### src/rtl/sum_block_accumulator.sv
// Accumulates BLOCK_LEN adder results into a saturating sum and drains each
// block total as two bytes (low byte first) over a valid/ready output.
//
// state   | meaning
// ACCUM   | taking samples, sum_ready follows ena
// EMIT_LO | presenting result[7:0], input stalled
// EMIT_HI | presenting result[15:8] with out_last and out_sat, input stalled
module sum_block_accumulator #(
  parameter int BLOCK_LEN = 16,
  parameter int ACC_WIDTH = 12
) (
  input  logic       clk,
  input  logic       rst_n,
  input  logic       ena,
  input  logic       clear,
  input  logic [7:0] sum_in,
  input  logic       sum_valid,
  output logic       sum_ready,
  output logic [7:0] out_data,
  output logic       out_valid,
  input  logic       out_ready,
  output logic       out_last,
  output logic       out_sat
);

  localparam int CNT_W = $clog2(BLOCK_LEN);
  localparam logic [CNT_W-1:0] LAST = CNT_W'(BLOCK_LEN - 1);

  typedef enum logic [1:0] {ACCUM, EMIT_LO, EMIT_HI} state_t;

  state_t                 state, state_nxt;
  logic [ACC_WIDTH-1:0]   acc;
  logic [CNT_W-1:0]       count;
  logic                   sat;
  logic [15:0]            result;

  logic [ACC_WIDTH:0]     acc_sum;
  logic                   over;
  logic [ACC_WIDTH-1:0]   acc_next;
  logic                   accept;
  logic                   final_sample;

  // One guard bit catches overflow; once acc sits at max any nonzero sample clamps again.
  assign acc_sum      = {1'b0, acc} + (ACC_WIDTH + 1)'(sum_in);
  assign over         = acc_sum[ACC_WIDTH];
  assign acc_next     = over ? '1 : acc_sum[ACC_WIDTH-1:0];
  assign accept       = sum_valid & sum_ready & ~clear;
  assign final_sample = (count == LAST);

  always_ff @(posedge clk or negedge rst_n) begin
    if (!rst_n) state <= ACCUM;
    else        state <= state_nxt;
  end

  always_comb begin
    state_nxt = state;
    case (state)
      ACCUM:   if (accept && final_sample) state_nxt = EMIT_LO;
      EMIT_LO: if (out_ready)              state_nxt = EMIT_HI;
      EMIT_HI: if (out_ready)              state_nxt = ACCUM;
      default:                             state_nxt = ACCUM;
    endcase
    if (clear) state_nxt = ACCUM;
  end

  always_comb begin
    sum_ready = 1'b0;
    out_valid = 1'b0;
    out_data  = 8'h00;
    out_last  = 1'b0;
    out_sat   = 1'b0;
    case (state)
      ACCUM: sum_ready = ena & rst_n;
      EMIT_LO: begin
        out_valid = 1'b1;
        out_data  = result[7:0];
      end
      EMIT_HI: begin
        out_valid = 1'b1;
        out_data  = result[15:8];
        out_last  = 1'b1;
        out_sat   = sat;
      end
      default: ;
    endcase
  end

  always_ff @(posedge clk or negedge rst_n) begin
    if (!rst_n) begin
      acc    <= '0;
      count  <= '0;
      sat    <= 1'b0;
      result <= 16'h0000;
    end else if (clear) begin
      acc   <= '0;
      count <= '0;
      sat   <= 1'b0;
    end else begin
      if (accept) begin
        sat <= sat | over;
        if (final_sample) begin
          result <= 16'(acc_next);
          acc    <= '0;
          count  <= '0;
        end else begin
          acc   <= acc_next;
          count <= count + 1'b1;
        end
      end
      if (state == EMIT_HI && out_ready) sat <= 1'b0;
    end
  end

endmodule
### config.mk
export PLATFORM = sky130hd
export DESIGN_NAME = sum_block_accumulator
export DESIGN_NICKNAME = d
export VERILOG_FILES = /design/src/rtl/sum_block_accumulator.sv
export SDC_FILE = /design/constraint.sdc
export NUM_CORES = 1
export LEC_CHECK = 0
export ABC_AREA = 0
export CORE_MARGIN = 1
export CORE_UTILIZATION = 45
export CTS_CLUSTER_DIAMETER = 150
export DETAILED_ROUTE_END_ITERATION = 16
export PLACE_DENSITY = 0.73
export RECOVER_POWER = 25
export SLEW_MARGIN = 20
export SYNTH_ARGS = -nofsm -noshare
export SYNTH_HDL_FRONTEND = slang
export SYNTH_SLANG_ARGS = --single-unit
### constraint.sdc
create_clock -name clk -period 3 [get_ports clk]
set_clock_uncertainty 0.1 [all_clocks]
set_input_delay 0.9 -clock clk [delete_from_list [all_inputs] [get_ports clk]]
set_output_delay 0.9 -clock clk [all_outputs]
set_load 0.03 [all_outputs]
==> flow_summary.toml <==
[status]
status = "complete, no violations"

[floorplanning]
coreArea_sq_mm = 0.004058
num_rows = 23
die_w_microns = 67.54
ios = 26
fp.dieH_microns = 67.54
die_area_sq_mm = 0.004562
initial_utilization_pct = 47.64

[synth]
netlist_instances = 215
synth_largest_area_cell = "dfrtp_1"
synth_edf_count = 0
ys_ff_latch = 31
synthTopCellsByCount = "31 x dfrtp_1, 31 x nand2_1, 25 x o21ai_0, 19 x nor2_1, 16 x a21oi_1"
synth_area_leaders = "dfrtp_1 40%, ha_1 7.8%, o21ai_0 6.5%, nand2_1 6.0%, a21oi_1 4.1%"
async_flop_share_pct = 100.0
synth_area_sq_mm = 0.001933
yosys.cell_types.count = 43
synth_flop_cell = "dfrtp_1"
yosysTopAreaCellShare_pct = 40.13
synth.avg_cell_area_sq_um = 8.991
yosysSeqAreaShare_pct = 40.13
yosysWarningCount = 0
syn_nets = 242

[worst_setup_path]
cp.required_ns = 2.00
worstPathArrival_ns = 1.89
startpoint_type = "flop"
criticalPathCategory = "flop to primary output"
critPathCaptureType = "primary output"
reg2reg_to = "acc[11]$_DFFE_PN0P_"
r2r_cells = 7
r2r-start = "acc[2]$_DFFE_PN0P_"
cp_max_fo = 8
rrSetupSlack_ns = 0.76

[place]
placedCellCount = 305
place_hpwl_microns = 3473
pre_cts_slack_ns = -0.4494
port_buffers = 25
gp_congestion = 0.7856

[timing]
final_hold_viol_count = 0
min_period_ns = 2.888
worstMarginPinSlew_ns = 0.6987
setup_viol = 0
min_period_over_period_pct = 96.26
drv_slew = 0
grt_setup_unrepaired = "no"
finalWorstSetupSlack_ns = 0.1122
max_freq_ghz = 0.3463
max_slew_margin_pct = 53.42
whs_ns = 0.3883

[clocking]
numCtsBuffers = 5
cts.reportedPaths.clkPinSlew_ns = 0.07
ctsHtreeMaxLevel = 2
clockRootBuffer = "clkbuf_8"
clock_path_buffers = 2
cts_setup_buffers = 0
clk_latency_ns = 0.29
cts_tree = "done"
cts_sinks = 31

[routing]
drc = 0
drt-vias-per-instance = 5.626
drt-total-wl_microns = 4699
first_pass_iters = 5
final_antenna_net_count = 0
drt_iter0_drc = 154
wl_per_cell_microns = 15.01
vias = 1761

[grt]
overflow = 0
grt_pass1_vias = 1681
antenna_found_initial = 0
grt_pass1_wl_microns = 7596
track_usage_pct = 22.96
grt_max_degree = 29

[min_path]
hold_path_end = "result[3]$_DFFE_PN0P_"
worstHoldStart = "result[3]$_DFFE_PN0P_"
hp-class = "flop to flop"
hold-path-cell-count = 2

[cells_and_area]
area_growth_pct = 29.45
layout.cells.non_filler = 313
drive_above_1_share_pct = 19.39
antenna_cells = 0
fin_util_pct = 61.67
final_nets = 289

[job]
cap_viol_max_count = 0

[power_and_ir_drop]
p_per_area_mw_per_mm2 = 397.3
vdd.ir_drop.worst_v = 0.0003450
leakage_nw = 1.166
cell families (layout without fill, tap and decap cells):
logic type,after synthesis,after routing,share of synthesized area (%)
AND/OR/NAND/NOR,76,76,18.90
XOR/XNOR,6,6,2.719
multiplexers,2,2,1.036
buffers and inverters,13,61,2.783
AO/OA/AOI/OAI,74,74,25.63
adder cells (fa/ha/maj),13,13,8.802
flip-flops,31,31,40.13
state kept, by name, summed over array words and instances (netlist names):
signal and cells:
acc 12, count 4, result 12, state 2, sat 1
metrics by stage:
| stage | area (sq um) | setup TNS [ns] | power [W] |
|---|---|---|---|
| after floorplan | 1933 | 0 | 0.0004998 |
| after global placement | 2385 | -6.017 | 0.0005635 |
| after detailed placement | 2385 | -8.286 | 0.0005655 |
| after CTS | 2501 | 0 | 0.001002 |
| after global routing | 2502 | 0 | 0.001028 |
| final | 2502 | 0 | 0.0009942 |
how the worst max path moves through the flow:
stage                          from  depth (start not counted)               endpoint  slack (ns)
2_1_floorplan             sum_in[0]                          8  result[9]$_DFFE_PN0P_        0.17
3_3_place_gp              sum_in[0]                          9  result[2]$_DFFE_PN0P_       -0.34
3_5_place_dp              sum_in[0]                          9  result[2]$_DFFE_PN0P_       -0.45
4_1_cts                   sum_in[0]                          9  result[2]$_DFFE_PN0P_       0.008
5_1_grt                   sum_in[0]                          9     acc[0]$_DFFE_PN0P_        0.01
6_report       state[0]$_DFFE_PN0P_                          4                out_sat        0.11
cell usage in the layout, fill, tap and decap left out, drive strengths merged, types with 4 or more instances in the layout:
master / synthesis / routed
nand2: 31 / 31
a21o: 6 / 6
o21ai: 27 / 27
inv: 4 / 4
dfrtp: 31 / 31
a21oi: 16 / 16
nor2: 19 / 19
and3: 6 / 6
nor2b: 4 / 4
a211oi: 6 / 6
buf: 4 / 22
clkdlybuf4s50: 0 / 15
ha: 12 / 12
dlygate4sd2: 0 / 8
clkbuf: 5 / 9
a22oi: 4 / 4
report_power, final:
group	switching (W)	internal [W]
clock	0.000167	0.000269
sequential	0.00000430	0.000423
combinational	0.0000695	0.0000613
area by class of cell:
cell class              instances  area (sq um)
flip-flops and latches         31         775.7
fillers                       367          1555
repair buffers                 49         411.6
clock inverters                 2         35.03
multi-input cells             171          1120
well taps                      50         62.56
inverters                       4         15.01
clock buffers                   6         82.58
routing by layer:
metal | track usage [%] | share of wire, %
met1 | 27.97 | 45
met3 | 4.392 | 3.5
met2 | 38.99 | 50
met4 | 10.11 | 1.3
met5 | 0 | 0
critical path, cell delays in order (launching register included):
cell and delay [ns]:
dfrtp_1 0.41, inv_1 0.09, ha_2 0.27, and2_1 0.16, clkdlybuf4s50_1 0.67
what timing repair did:
item / CTS / global route
hold buffers: 0 / 0
endpoints found under the setup margin: 26 / 20
gates resized for setup: 11 / 3
pin swaps: 0 / 3
Power figures use the tool's default switching activity.
